`config.mk`:
```
export PLATFORM = sky130hd
export DESIGN_NAME = temporal_mxu_tiled_flat
export DESIGN_NICKNAME = d
export VERILOG_FILES = /design/src/rtl/temporal_mxu_tiled_if.sv /design/src/rtl/temporal_mxu_tiled.sv /design/src/flat_wrapper.sv
export SDC_FILE = /design/constraint.sdc
export NUM_CORES = 1
export LEC_CHECK = 0
export CORE_ASPECT_RATIO = 0.8
export CORE_MARGIN = 2
export CORE_UTILIZATION = 45
export DETAILED_ROUTE_END_ITERATION = 10
export GPL_TIMING_DRIVEN = 0
export MAX_ROUTING_LAYER = met4
export PLACE_DENSITY = 0.67
export SYNTH_ARGS = -nofsm -noshare
export SYNTH_HDL_FRONTEND = slang
export SYNTH_SLANG_ARGS = --single-unit
export TNS_END_PERCENT = 20
```
`constraint.sdc`:
```
create_clock -name clk -period 6.5 [get_ports clk]
set_clock_uncertainty 0.15 [all_clocks]
set_input_delay 1.95 -clock clk [delete_from_list [all_inputs] [get_ports clk]]
set_output_delay 1.95 -clock clk [all_outputs]
set_load 0.02 [all_outputs]
```
`src/rtl/temporal_mxu_tiled_if.sv`:
```
// Operand/result bundle for temporal_mxu_tiled: start/accumulate request side,
// operand matrices, and the valid/ready result side.
interface temporal_mxu_tiled_if #(
  parameter int BIT_WIDTH = 4,
  parameter int M         = 2,
  parameter int K         = 2,
  parameter int N         = 2
);
  localparam int OUT_W = (K == 1) ? 2*BIT_WIDTH + 1 : 2*BIT_WIDTH + $clog2(K);

  logic                                start;
  logic                                accumulate;
  logic [M-1:0][K-1:0][BIT_WIDTH-1:0]  A;
  logic [K-1:0][N-1:0][BIT_WIDTH-1:0]  B;
  logic                                busy;
  logic                                out_valid;
  logic                                out_ready;
  logic [M-1:0][N-1:0][OUT_W-1:0]      out;

  modport master (
    output start, accumulate, A, B, out_ready,
    input  busy, out_valid, out
  );

  modport slave (
    input  start, accumulate, A, B, out_ready,
    output busy, out_valid, out
  );
endinterface

```
`src/rtl/temporal_mxu_tiled.sv`:
```
// Unary-time M x K by K x N matrix multiply with tile accumulation and a
// valid/ready result; define TEMPORAL_MXU_EARLY_EXIT_EN to stop at max(A).
module temporal_mxu_tiled #(
  parameter int BIT_WIDTH = 4,
  parameter int M         = 2,
  parameter int K         = 2,
  parameter int N         = 2
) (
  input  logic                clk,
  input  logic                reset_n,
  temporal_mxu_tiled_if.slave bus
);
  localparam int OUT_W = (K == 1) ? 2*BIT_WIDTH + 1 : 2*BIT_WIDTH + $clog2(K);

  typedef enum logic [1:0] {IDLE, RUN, DONE} state_t;
  typedef logic [M-1:0][K-1:0][BIT_WIDTH-1:0] a_mat_t;
  typedef logic [K-1:0][N-1:0][BIT_WIDTH-1:0] b_mat_t;
  typedef logic [M-1:0][N-1:0][OUT_W-1:0]     c_mat_t;

  state_t               state_q, state_d;
  logic [BIT_WIDTH-1:0] t_q, t_d, last_t;
  a_mat_t               a_q, a_d;
  b_mat_t               b_q, b_d;
  c_mat_t               acc_q, acc_d, step;
  logic                 busy_q, busy_d;
  logic                 valid_q, valid_d;
  logic                 accept;

  // One unary time slot: B contributes while t is still below the A count.
  function automatic logic [OUT_W-1:0] gated_term(input logic [BIT_WIDTH-1:0] t,
                                                  input logic [BIT_WIDTH-1:0] a,
                                                  input logic [BIT_WIDTH-1:0] b);
    return (t < a) ? OUT_W'(b) : '0;
  endfunction

`ifdef TEMPORAL_MXU_EARLY_EXIT_EN
  logic [BIT_WIDTH-1:0] run_len_q, run_len_d, max_a;

  always_comb begin
    max_a = '0;
    for (int i = 0; i < M; i++)
      for (int k = 0; k < K; k++)
        if (bus.A[i][k] > max_a) max_a = bus.A[i][k];
  end

  assign last_t = run_len_q - BIT_WIDTH'(1);
`else
  // The slot t = 2^W - 1 can never satisfy t < A, so the run stops one short.
  assign last_t = BIT_WIDTH'((1 << BIT_WIDTH) - 2);
`endif

  always_comb begin
    step = '0;
    for (int i = 0; i < M; i++)
      for (int j = 0; j < N; j++)
        for (int k = 0; k < K; k++)
          step[i][j] = step[i][j] + gated_term(t_q, a_q[i][k], b_q[k][j]);
  end

  assign accept = bus.start && ((state_q == IDLE) || ((state_q == DONE) && bus.out_ready));

  always_comb begin
    state_d = state_q;
    t_d     = t_q;
    a_d     = a_q;
    b_d     = b_q;
    acc_d   = acc_q;
    busy_d  = busy_q;
    valid_d = valid_q;
`ifdef TEMPORAL_MXU_EARLY_EXIT_EN
    run_len_d = run_len_q;
`endif
    case (state_q)
      RUN: begin
        for (int i = 0; i < M; i++)
          for (int j = 0; j < N; j++)
            acc_d[i][j] = acc_q[i][j] + step[i][j];
        t_d = t_q + BIT_WIDTH'(1);
        if (t_q == last_t) begin
          state_d = DONE;
          busy_d  = 1'b0;
          valid_d = 1'b1;
        end
      end
      DONE: begin
        if (bus.out_ready) begin
          state_d = IDLE;
          valid_d = 1'b0;
        end
      end
      default: ;
    endcase
    // A new run overrides the DONE release so back-to-back starts go straight to RUN.
    if (accept) begin
      a_d     = bus.A;
      b_d     = bus.B;
      t_d     = '0;
      state_d = RUN;
      busy_d  = 1'b1;
      valid_d = 1'b0;
      if (!bus.accumulate) acc_d = '0;
`ifdef TEMPORAL_MXU_EARLY_EXIT_EN
      run_len_d = (max_a == '0) ? BIT_WIDTH'(1) : max_a;
`endif
    end
  end

  always_ff @(posedge clk or negedge reset_n) begin
    if (!reset_n) begin
      state_q <= IDLE;
      t_q     <= '0;
      a_q     <= '0;
      b_q     <= '0;
      acc_q   <= '0;
      busy_q  <= 1'b0;
      valid_q <= 1'b0;
`ifdef TEMPORAL_MXU_EARLY_EXIT_EN
      run_len_q <= '0;
`endif
    end else begin
      state_q <= state_d;
      t_q     <= t_d;
      a_q     <= a_d;
      b_q     <= b_d;
      acc_q   <= acc_d;
      busy_q  <= busy_d;
      valid_q <= valid_d;
`ifdef TEMPORAL_MXU_EARLY_EXIT_EN
      run_len_q <= run_len_d;
`endif
    end
  end

  assign bus.busy      = busy_q;
  assign bus.out_valid = valid_q;
  assign bus.out       = acc_q;
endmodule
```
`src/flat_wrapper.sv`:
```
// flat-port wrapper written by rule: the top's interface ports become plain ports
module temporal_mxu_tiled_flat 
#(
  parameter int BIT_WIDTH = 4,
  parameter int M         = 2,
  parameter int K         = 2,
  parameter int N         = 2
)
  (clk, reset_n, bus_start, bus_accumulate, bus_A, bus_B, bus_out_ready, bus_busy, bus_out_valid, bus_out);
  temporal_mxu_tiled_if #(.BIT_WIDTH(BIT_WIDTH), .M(M), .K(K), .N(N)) bus_i ();
  input  logic clk;
  input  logic reset_n;
  input wire logic [$bits(bus_i.start)-1:0] bus_start;
  input wire logic [$bits(bus_i.accumulate)-1:0] bus_accumulate;
  input wire logic [$bits(bus_i.A)-1:0] bus_A;
  input wire logic [$bits(bus_i.B)-1:0] bus_B;
  input wire logic [$bits(bus_i.out_ready)-1:0] bus_out_ready;
  output wire logic [$bits(bus_i.busy)-1:0] bus_busy;
  output wire logic [$bits(bus_i.out_valid)-1:0] bus_out_valid;
  output wire logic [$bits(bus_i.out)-1:0] bus_out;
  assign bus_i.start = bus_start;
  assign bus_i.accumulate = bus_accumulate;
  assign bus_i.A = bus_A;
  assign bus_i.B = bus_B;
  assign bus_i.out_ready = bus_out_ready;
  assign bus_busy = bus_i.busy;
  assign bus_out_valid = bus_i.out_valid;
  assign bus_out = bus_i.out;
  temporal_mxu_tiled #(.BIT_WIDTH(BIT_WIDTH), .M(M), .K(K), .N(N)) u_core (.clk(clk), .reset_n(reset_n), .bus(bus_i));
endmodule
```
==> impl_metrics.env, run 1 <==
export IMPL_status="complete, no violations"
export IMPL_hpwlAfterDp_mm=8.332
export IMPL_slew_viol_final=0
export IMPL_initial_core_util=0.4676
export IMPL_hold_viol_final=0
export IMPL_htreeDepth=3
export IMPL_cp_arrival_ps=3770
export IMPL_groute_layer_met3_usage=0.04323
export IMPL_critical_path_max_fanout=8
export IMPL_post_synth_main_area_contributors="dfrtp_1 41%, nand2_1 9.1%, ha_1 9.0%"
export IMPL_die_height_um=94.12
export IMPL_first_global_vias=3918
export IMPL_required_worst_endpoint_ps=6560
export IMPL_placement_rows=32
export IMPL_dr_pass1_iters=4
export IMPL_cts_root_buffer="clkbuf_16"
export IMPL_grt_first_pass_wirelength_mm=19.39
export IMPL_ioPinCount=75
export IMPL_cts_buffers_inserted=9
export IMPL_worst_path_buf_inv=0
export IMPL_timing_final_crit_period_ps=3712
export IMPL_synth_yosys_seq_area_share=0.4108
export IMPL_end_kind="flop"
export IMPL_drt_iter0_markers=194
export IMPL_finalHoldWorstSlack_ps=332.3
export IMPL_worst_pin_slew_ps=508.3
export IMPL_remaining_drc_errors=0
export IMPL_gp_routability_congestion=0.8119
export IMPL_wirelength_mm=11.53
export IMPL_grt_busiest_layer="met2"
export IMPL_synthDistinctLibCells=35
export IMPL_synth_top_area_cell="dfrtp_1"
export IMPL_layout_worst_path_cycle_share=0.5710
export IMPL_average_detailed_routed_wire_length_per_instance_um=16.03
export IMPL_clkTransAtPathRegs_ps=60
export IMPL_ctsResizeCount=0
export IMPL_via_density_per_instance=5.102
export IMPL_ctsLongestPathBuffers=2
export IMPL_timing_critical_path_max_delay_family="adder cells"
export IMPL_vias=3668
export IMPL_drive_gt1_frac=0.06861
export IMPL_synth_seq_cells=75
export IMPL_final_setup_tns_ps=0
export IMPL_global_route_usage_met2=0.3760
export IMPL_grt_use_total=0.2404
export IMPL_io_buffers=74
export IMPL_synth_area_um2=4568
export IMPL_report_final_setup_viol=0
export IMPL_worst_slew_margin_rel=0.6611
export IMPL_num_nets_final=668
export IMPL_synthesis_area_per_instance_um2=9.285
export IMPL_share_of_the_synthesized_area_in_the_top_cell_type=0.4108
export IMPL_stage_delay_of_the_slowest_cell_on_the_critical_path_ps=490
export IMPL_synthCells=492
export IMPL_post_cts_repair_setup_buffers=0
export IMPL_met1_usage=0.3170
export IMPL_fin_cells=719
export IMPL_core_area_um2=9769
export IMPL_min_path_type="reg2reg"
export IMPL_cts_hold_buffers_added=0
export IMPL_crit_chain="ha_1 > a21oi_1 > o21a_1 > and2_1 > fa_1 > ha_1 > fa_1 > a211oi_1 > nor3_1 > xnor2_1 > nor2_1"
export IMPL_master_of_the_slowest_instance_on_the_critical_path="dfrtp_1"
export IMPL_placedCellCount=703
export IMPL_final_antenna_net_count=0
export IMPL_globalRoute_totalOverflow=0
export IMPL_num_antenna_cells=0
export IMPL_fmax_mhz=269.4
export IMPL_initial_antenna_violation_count=0
export IMPL_grt_max_degree=39
export IMPL_rsz0062_at_grt="no"
export IMPL_synth_warning_count=0
export IMPL_layout_core_utilization=0.5996
export IMPL_die_width_um=116.6
export IMPL_clock_sinks=75
export IMPL_synthesis_nets=582
export IMPL_tritoncts="done"
export IMPL_setup_worst_path_class="reg2reg"
export IMPL_layout_area_overhead_vs_synth_pct=28.24
export IMPL_timing_critical_path_from_type="flop"
export IMPL_number_of_max_capacitance_violations_reported=0
export IMPL_insertion_delay_ps=340
export IMPL_dieArea_um2=10980
==> cell families (layout without fill, tap and decap cells) <==
logic type | after synthesis | count (layout) | synth area share
xor+xnor | 15 | 15 | 0.02876
fa+ha+maj | 53 | 53 | 0.1780
simple gates | 197 | 197 | 0.1923
mux | 12 | 12 | 0.02630
buf+inv | 65 | 156 | 0.06574
flops | 75 | 75 | 0.4108
compound gates | 75 | 75 | 0.09806
==> flip-flops by register name, summed over array words and instances, names as in the netlist <==
| name | cells |
|---|---|
| u_core.bus.out_valid | 1 |
| u_core.bus.out | 36 |
| u_core.b_q | 16 |
| u_core.a_q | 16 |
| u_core.state_q | 1 |
| u_core.t_q | 4 |
| u_core.bus.busy | 1 |
==> final timing paths <==
path / startpoint / end / slack (ps) / cells past startpoint
hold reg to reg: u_core.a_q[12] / u_core.a_q[12] / 330 / 2
min in group asynchronous: reset_n / u_core.b_q[0] / 1430 / 1
hold / removal: u_core.a_q[12] / u_core.a_q[12] / 330 / 2
setup / recovery: u_core.t_q[3] / u_core.bus.out[5] / 2790 / 11
setup reg to reg: u_core.t_q[3] / u_core.bus.out[5] / 2790 / 11
max in group asynchronous: reset_n / u_core.bus.out[35] / 4190 / 2
==> synthesized netlist by cell type <==
library cell	instances
xor2_1	6
mux2i_1	12
nand4_1	6
a211oi_1	12
nand2_1	111
inv_1	49
and2_4	1
nor3_2	3
o21ai_0	26
buf_6	2
nor2_1	37
or3_1	8
nand2_2	1
o211ai_1	1
clkbuf_1	1
buf_2	8
a211o_1	4
or2b_1	2
xnor2_1	9
nor2_4	1
nand2b_1	6
buf_4	4
a21o_1	1
nor4b_2	1
a21oi_1	22
o21a_1	8
buf_12	1
nor3_1	8
and3_1	1
and2_1	8
fa_1	20
nand3_1	3
ha_1	33
o31ai_1	1
dfrtp_1	75
==> cell usage in the layout, fill, tap and decap left out, types with 12 or more instances in the layout <==
cell type / synthesis / layout
a21oi_1: 22 / 22
nor2_1: 37 / 37
a211oi_1: 12 / 12
mux2i_1: 12 / 12
ha_1: 33 / 33
o21ai_0: 26 / 26
nand2_1: 111 / 111
inv_1: 49 / 49
fa_1: 20 / 20
dfrtp_1: 75 / 75
clkdlybuf4s50_1: 0 / 73
==> worst reg2reg max path, cell delays in order (launching register included) <==
cell,delay [ps]
dfrtp_1,490
ha_1,350
a21oi_1,140
o21a_1,400
and2_1,210
fa_1,420
ha_1,250
fa_1,420
a211oi_1,420
nor3_1,120
xnor2_1,160
nor2_1,60
==> per-layer routing <==
metal | vias to the layer above | part of all wire | wire, um
met1 | 1784 | 0.46 | 5277
li1 | 1775 | - | -
met4 | 0 | 0.021 | 239
met3 | 22 | 0.053 | 610
met5 | - | 0 | 0
met2 | 87 | 0.47 | 5397
==> per-stage QoR <==
| step | cell area (um^2) | setup WS [ps] |
|---|---|---|
| 2_1_floorplan | 4568 | 3375 |
| 3_3_place_gp | 5479 | 578.8 |
| 3_5_place_dp | 5497 | 2788 |
| 4_1_cts | 5858 | 2852 |
| 5_1_grt | 5858 | 2543 |
| 6_report | 5858 | 2788 |
==> final cells by class <==
cell class                      instances  area (um^2)
Inverter                               49        183.9
Multi-Input combinational cell        352         2391
Fill cell                             862         3911
Timing Repair Buffer                   75        758.2
Clock inverter                          4        95.09
Tap cell                              136        170.2
Clock buffer                           12        266.5
Sequential cell                        75         1877
Buffer                                 16        116.4
Power of run 1 is not shown: default switching activity piles up to over one toggle a cycle in this logic, so the estimate is an artifact.
==> inputs of run 2 (changes only) <==
PLACE_DENSITY = 0.7   (was 0.67)
clock period = 3.3 ns   (was 6.5 ns; I/O delays follow)
==> run 2 against run 1 <==
Hold slack improved by 8.6 ps; count of clock-buffer cells in the layout fell by 3; register-to-register slack got worse by 2800 ps; die area did not move; first-iteration DRC count rose by 18%; sequential share of layout area fell by 1.9 points; critical path depth did not move; setup slack got worse by 2800 ps; fmax rose by 13%; critical path type unchanged.
==> impl_metrics.env, run 2 (synthesis gave the netlist of run 1 again) <==
export IMPL_placedCellCount=703
export IMPL_end_kind="flop"
export IMPL_cts_buffers_inserted=9
export IMPL_hpwlAfterDp_mm=8.376
export IMPL_layout_core_utilization=0.6392
export IMPL_ioPinCount=75
export IMPL_vias=3928
export IMPL_rsz0062_at_grt="yes"
export IMPL_finalHoldWorstSlack_ps=341.0
export IMPL_tritoncts="done"
export IMPL_master_of_the_slowest_instance_on_the_critical_path="dfrtp_2"
export IMPL_cp_arrival_ps=3340
export IMPL_num_nets_final=690
export IMPL_via_density_per_instance=5.301
export IMPL_timing_final_crit_period_ps=3275
export IMPL_first_global_vias=4039
export IMPL_worst_slew_margin_rel=0.6631
export IMPL_gp_routability_congestion=0.8467
export IMPL_io_buffers=74
export IMPL_largest_register_ff_count=36
export IMPL_grt_use_total=0.2451
export IMPL_initial_core_util=0.4676
export IMPL_layout_worst_path_cycle_share=0.9923
export IMPL_layout_area_overhead_vs_synth_pct=36.70
export IMPL_average_detailed_routed_wire_length_per_instance_um=16.94
export IMPL_die_width_um=116.6
export IMPL_remaining_drc_errors=0
export IMPL_cts_hold_buffers_added=0
export IMPL_critical_path_max_fanout=7
export IMPL_num_antenna_cells=0
export IMPL_final_fill_count=820
export IMPL_setup_worst_path_class="reg2reg"
export IMPL_grt_max_degree=40
export IMPL_required_worst_endpoint_ps=3360
export IMPL_cts_root_buffer="clkbuf_16"
export IMPL_placement_rows=32
export IMPL_hold_viol_final=0
export IMPL_die_height_um=94.12
export IMPL_number_of_max_capacitance_violations_reported=0
export IMPL_slew_viol_final=0
export IMPL_fmax_mhz=305.4
export IMPL_ctsLongestPathBuffers=2
export IMPL_insertion_delay_ps=340
export IMPL_min_path_type="reg2reg"
export IMPL_dieArea_um2=10980
export IMPL_initial_antenna_violation_count=0
export IMPL_worst_pin_slew_ps=505.3
export IMPL_leading_cell_type_in_the_layout_fill_and_taps_excluded="nand2_1"
export IMPL_status="complete, no violations"
export IMPL_globalRoute_totalOverflow=0
export IMPL_clkTransAtPathRegs_ps=60
export IMPL_drt_iter0_markers=229
export IMPL_timing_critical_path_from_type="flop"
export IMPL_final_antenna_net_count=0
export IMPL_drive_gt1_frac=0.1785
export IMPL_grt_first_pass_wirelength_mm=19.93
export IMPL_core_area_um2=9769
export IMPL_dpl_instance_area_um2=5497
export IMPL_report_final_setup_viol=0
export IMPL_wirelength_mm=12.55
export IMPL_crit_chain="ha_4 > nand2_1 > o21a_4 > and2_4 > fa_1 > ha_4 > fa_2 > a211oi_4 > nor3_2 > xnor2_1 > nor2_1"
export IMPL_fin_cells=741
export IMPL_dr_pass1_iters=5
export IMPL_cp_common_cell="ha_4"
export IMPL_summed_area_of_non_filler_cells_in_the_final_layout_um2=6245
export IMPL_layout_common_cells="111 x nand2_1, 73 x clkdlybuf4s50_1, 72 x dfrtp_1"
export IMPL_stage_delay_of_the_slowest_cell_on_the_critical_path_ps=500
export IMPL_clock_sinks=75
export IMPL_htreeDepth=3
-- run 2: path summary, 6_finish.rpt --
| kind | slack [ps] | start | depth (start not counted) | endpoint |
|---|---|---|---|---|
| max | 30 | u_core.t_q[3] | 11 | u_core.bus.out[32] |
| min | 340 | u_core.a_q[4] | 2 | u_core.a_q[4] |
| max reg2reg | 30 | u_core.t_q[3] | 11 | u_core.bus.out[32] |
| min reg2reg | 340 | u_core.a_q[4] | 2 | u_core.a_q[4] |
| max in group asynchronous | 1940 | reset_n | 2 | u_core.bus.out[4] |
| min in group asynchronous | 460 | reset_n | 1 | u_core.bus.out[35] |
-- run 2: layout make-up --
cell class              count  area, um^2  area share
well taps                 136       170.2     0.02725
repair buffers             97       927.1      0.1485
inverters                  49       183.9     0.02945
flip-flops and latches     75        1881      0.3011
plain buffers              16       116.4     0.01863
clock buffers               9       225.2     0.03606
multi-input cells         352        2673      0.4280
clock inverters             7       68.82     0.01102
-- run 2: worst max-delay path: cells and delay by family, from the launching register on --
| kind | cells | cell delay, ps |
|---|---|---|
| xor+xnor | 1 | 180 |
| flops | 1 | 500 |
| compound gates | 2 | 520 |
| simple gates | 4 | 370 |
| fa+ha+maj | 4 | 1410 |
-- run 2: timing repair --
item,in CTS,in global routing
endpoints found under the setup margin,19,21
buffers inserted,13,9
pin swaps,5,30
resized for setup,15,45
-- run 2: through the flow --
step	setup TNS, ps	setup WS [ps]
6_report	0	25.41
5_1_grt	-492.2	-64.71
4_1_cts	0	9.517
3_5_place_dp	-2497	-341.4
3_3_place_gp	-125370	-1657
2_1_floorplan	0	175.4
-- run 2: layer usage --
layer  track usage  part of all wire  vias to the layer above  wire length, um
met4       0.07941             0.013                        0              163
met3       0.04194             0.059                       15              735
met2        0.3803              0.48                      127             6025
met1        0.3304              0.45                     1968             5627
met5             -                 0                        -                0
li1              -                 -                     1818                -
Power of run 2 is left out for the same reason.
==> RTL edit 1: new RTL, flow settings as in run 2 <==
`K` is set to 2 in 3 places; all go to 4.
--- a/src/rtl/temporal_mxu_tiled_if.sv
+++ b/src/rtl/temporal_mxu_tiled_if.sv
@@ -3,7 +3,7 @@
 interface temporal_mxu_tiled_if #(
   parameter int BIT_WIDTH = 4,
   parameter int M         = 2,
-  parameter int K         = 2,
+  parameter int K         = 4,
   parameter int N         = 2
 );
   localparam int OUT_W = (K == 1) ? 2*BIT_WIDTH + 1 : 2*BIT_WIDTH + $clog2(K);
--- a/src/rtl/temporal_mxu_tiled.sv
+++ b/src/rtl/temporal_mxu_tiled.sv
@@ -3,7 +3,7 @@
 module temporal_mxu_tiled #(
   parameter int BIT_WIDTH = 4,
   parameter int M         = 2,
-  parameter int K         = 2,
+  parameter int K         = 4,
   parameter int N         = 2
 ) (
   input  logic                clk,
--- a/src/flat_wrapper.sv
+++ b/src/flat_wrapper.sv
@@ -3,7 +3,7 @@
 #(
   parameter int BIT_WIDTH = 4,
   parameter int M         = 2,
-  parameter int K         = 2,
+  parameter int K         = 4,
   parameter int N         = 2
 )
   (clk, reset_n, bus_start, bus_accumulate, bus_A, bus_B, bus_out_ready, bus_busy, bus_out_valid, bus_out);
Interface: changed (resized bus_A, bus_B and bus_out); port bits go from 75 to 111. The function was not compared with the original's and may differ.
==> RTL edit 1 against run 2 <==
The flow now finishes with violations (setup timing). Largest cell class unchanged. Final area rose by 60%. Worst setup slack got worse by 1500 ps. Synthesized area rose by 71%. Critical path depth rose by 3. Global-route usage barely moved. Sequential cell count rose by 36. Wire length rose by 69%. Utilization fell by 5.7 points. Synthesized cell count rose by 71%.
Power is not shown: default switching activity piles up to over one toggle a cycle in this logic, so the estimate is an artifact.
==> RTL edit 1: results <==
set metrics [dict create \
    portBuffers 110 \
    outcome "finished with violations" \
    nets 1153 \
    grt_pass1_wl_mm 33.2 \
    worstPathMaxFanout 8 \
    routed-wl-met2_mm 9.23 \
    routabilityCongestion 0.906 \
    vias 6514 \
    grt_usage 0.245 \
    clk_latency_ps 370 \
    clk_path_buf_depth 2 \
    highest_layer "met4" \
    setup_slack_ps -1460 \
    via_per_inst 5.44 \
    hpwl_mm 16.4 \
    wl_met3_mm 1.25 \
    grt_max_degree 60 \
    arrival_ps 4850 \
    place_ws_ps -1610 \
    drive_gt1_frac 0.123 \
    tightest_slew_ps 752 \
    clk_pin_slew_worst_paths_ps 80 \
    synth_nets 1025 \
    violations "setup timing" \
    fillerInstances 1498 \
    ys.warnings.count 0 \
    seq_area_frac_synth 0.355 \
    synth_common_cells "inv_1, nand2_1, dfrtp_1, ha_1, a211oi_1" \
    drt_iter0_drc 427 \
    syn_avg_cell_area_um2 9.33 \
    routed_wl_mm 21.2 \
    synth_area_leaders "dfrtp_1, ha_1, fa_1" \
    largest_reg_flops 40 \
    wl_met1_mm 10.6 \
    setup_viol 36 \
    first_global_vias 6282 \
    tns_ps -40130 \
]
## RTL edit 1: changes by cell type in the layout (fill, tap and decap cells not counted), moves of 14 or more
cell             change
o211ai_1            +22
a21o_1              +15
dfrtp_1             +36
a21oi_1             +14
o21ai_1             +51
inv_1               +74
a211oi_2            +29
buf_4               -20
ha_1                +41
clkdlybuf4s50_1     +36
fa_1                +24
## RTL edit 1: final cells by class
type,instances,area (µm²),share of cell area
multi-input combinational,574,4870,0.487
sequential,111,2780,0.279
clock inverter,7,57.6,0.00576
tap,225,282,0.0282
buffer,28,126,0.0127
inverter,126,473,0.0474
timing repair buffer,117,1170,0.118
clock buffer,9,225,0.0226
## RTL edit 1: cells by family (layout without fill, tap and decap cells)
family,after synthesis,count (layout),share of synthesized area
AOI/OAI and AO/OA,225,225,0.190
xor gates and xnor gates,6,6,0.00672
adders and majority gates,117,117,0.229
buffers and inverters,154,287,0.0766
DFF,111,111,0.355
muxes,15,15,0.0192
and+or+nand+nor,211,211,0.123
## RTL edit 1: timing repair
item | in CTS | in global routing
buffers inserted | 3 | 3
endpoints found under the setup margin | 36 | 36
resized for setup | 32 | 13
pin swaps | 14 | 11
gates cloned | 0 | 0
## RTL edit 1: stage by stage
step	area, µm²	util	hold WS (ps)
4_1_cts	9890	0.576	343
2_1_floorplan	8050	-	297
6_report	9990	0.582	341
3_5_place_dp	9460	0.551	316
3_3_place_gp	9430	0.549	315
5_1_grt	9990	0.582	368
## RTL edit 1: worst paths after layout
check,end,slack [ps],from,cells past startpoint
hold reg to reg,u_core.a_q[8]$_DFFE_PN0P_,340,u_core.a_q[8]$_DFFE_PN0P_,2
setup / recovery,u_core.bus.out[6]$_DFF_PN0_,-1460,u_core.t_q[1]$_DFFE_PN0P_,14
max in group asynchronous,u_core.b_q[11]$_DFFE_PN0P_,1910,reset_n,2
hold / removal,u_core.a_q[8]$_DFFE_PN0P_,340,u_core.a_q[8]$_DFFE_PN0P_,2
min in group asynchronous,u_core.bus.out[19]$_DFF_PN0_,420,reset_n,1
setup reg to reg,u_core.bus.out[6]$_DFF_PN0_,-1460,u_core.t_q[1]$_DFFE_PN0P_,14
## RTL edit 1: metal layers
layer / vias to the layer above / GRT usage
met5: - / -
met4: 0 / 0.0508
met3: 12 / 0.0427
met2: 199 / 0.347
met1: 3178 / 0.370
li1: 3125 / -
## RTL edit 1: critical path, stage by stage, from the launching register on
cell	delay, ps
dfrtp_2	490
ha_1	300
a21o_1	200
a21o_4	270
a211oi_2	240
fa_1	490
fa_1	550
inv_1	50
fa_1	500
inv_1	70
ha_1	290
a21o_1	190
a221o_1	350
nor4b_1	160
or3_1	340
==> RTL edit 2: new RTL, flow settings as in run 2 <==
Without the edit above. Reset style: synchronous (`reset_n`), changed in one clocked block.
--- a/src/rtl/temporal_mxu_tiled.sv
+++ b/src/rtl/temporal_mxu_tiled.sv
@@ -105,7 +105,7 @@
     end
   end
 
-  always_ff @(posedge clk or negedge reset_n) begin
+  always_ff @(posedge clk) begin
     if (!reset_n) begin
       state_q <= IDLE;
       t_q     <= '0;
Check against the original RTL: differs if reset_n is asserted again (counterexample within 4 cycles, from zero or initial values and one cycle with reset_n low); with reset_n held inactive, the same outputs for 4 cycles.
==> RTL edit 2 against run 2 <==
The flow now finishes with violations (setup timing). Final area decreased by 4.4%. Critical path depth unchanged. Sequential cell count unchanged. Worst setup slack got worse by 86 ps. Cell count increased by 2.0%. Synthesized area decreased by 2.0%. Wire length decreased by 5.9%. Sequential share of layout area decreased by 4.8 points. Critical endpoint is now u_core.bus.out[25]$_SDFF_PN0_.
Power is left out: it rests on default switching activity, and per cell area and clock period it moved more than threefold.
==> RTL edit 2: results <==
set metrics [dict create \
    synth_compound_area_frac 0.214 \
    hpwl_mm 9.00 \
    multi_input_area_share 0.476 \
    grt_use_met2 0.360 \
    buffers 102 \
    async_reset_ff_frac 0 \
    cts_setup_buffers 1 \
    grt_pass1_wl_mm 18.8 \
    buffer_area_frac 0.155 \
    post_synth_fa_ha_maj_area_fraction 0.182 \
    synth_nets 611 \
    nNonClkInverters 62 \
    seq_area_frac_synth 0.335 \
    setup_viol 3 \
    grt_usage 0.232 \
    routabilityCongestion 0.848 \
    grt.met1_usage 0.317 \
    synth-main-ff-cell "dfxtp_1" \
    nFlopsAndLatches 75 \
    dp.cells 731 \
    place_ws_ps -419 \
    grt_use_met3 0.0402 \
    violations "setup timing" \
    sh_seq_area 0.253 \
    outcome "finished with violations" \
    synth_cell_type_count 44 \
    drive_gt1_frac 0.144 \
    tns_ps -158 \
    synth_cells 521 \
    synth.area.mux_share 0.0268 \
    tightest_slew_ps 620 \
    wl_per_cell_um 15.6 \
    grt_max_degree 14 \
    setup_slack_ps -60.5 \
    synth_common_cells "nand2_1, dfxtp_1, inv_1, a21oi_1, ha_1" \
    synth_area_leaders "dfxtp_1, ha_1, fa_1" \
    via_per_inst 5.28 \
]
[RTL edit 2: cell count changes after synthesis, sizes merged, moves of 12 or more]
cell,change
dfrtp,-75
dfxtp,+75
nand2,-33
a21oi,+26
o211ai,+24
a21o,+16
o21ai,-14
inv,+12
[RTL edit 2: metrics by stage]
stage                util  area [µm²]  hold WS (ps)
detailed placement  0.558        5390           297
CTS                 0.598        5770           304
floorplan               -        4480           286
finish              0.619        5970           306
global placement    0.558        5390           297
global route        0.619        5970           322
[RTL edit 2: path summary, 6_finish.rpt]
kind	from	endpoint	slack (ps)	cells after the start
max reg2reg	u_core.t_q[1]$_SDFFE_PP0N_	u_core.bus.out[25]$_SDFF_PN0_	-60	11
max	u_core.t_q[1]$_SDFFE_PP0N_	u_core.bus.out[25]$_SDFF_PN0_	-60	11
min	u_core.b_q[5]$_SDFFE_PN0P_	u_core.b_q[5]$_SDFFE_PN0P_	310	2
min reg2reg	u_core.b_q[5]$_SDFFE_PN0P_	u_core.b_q[5]$_SDFFE_PN0P_	310	2
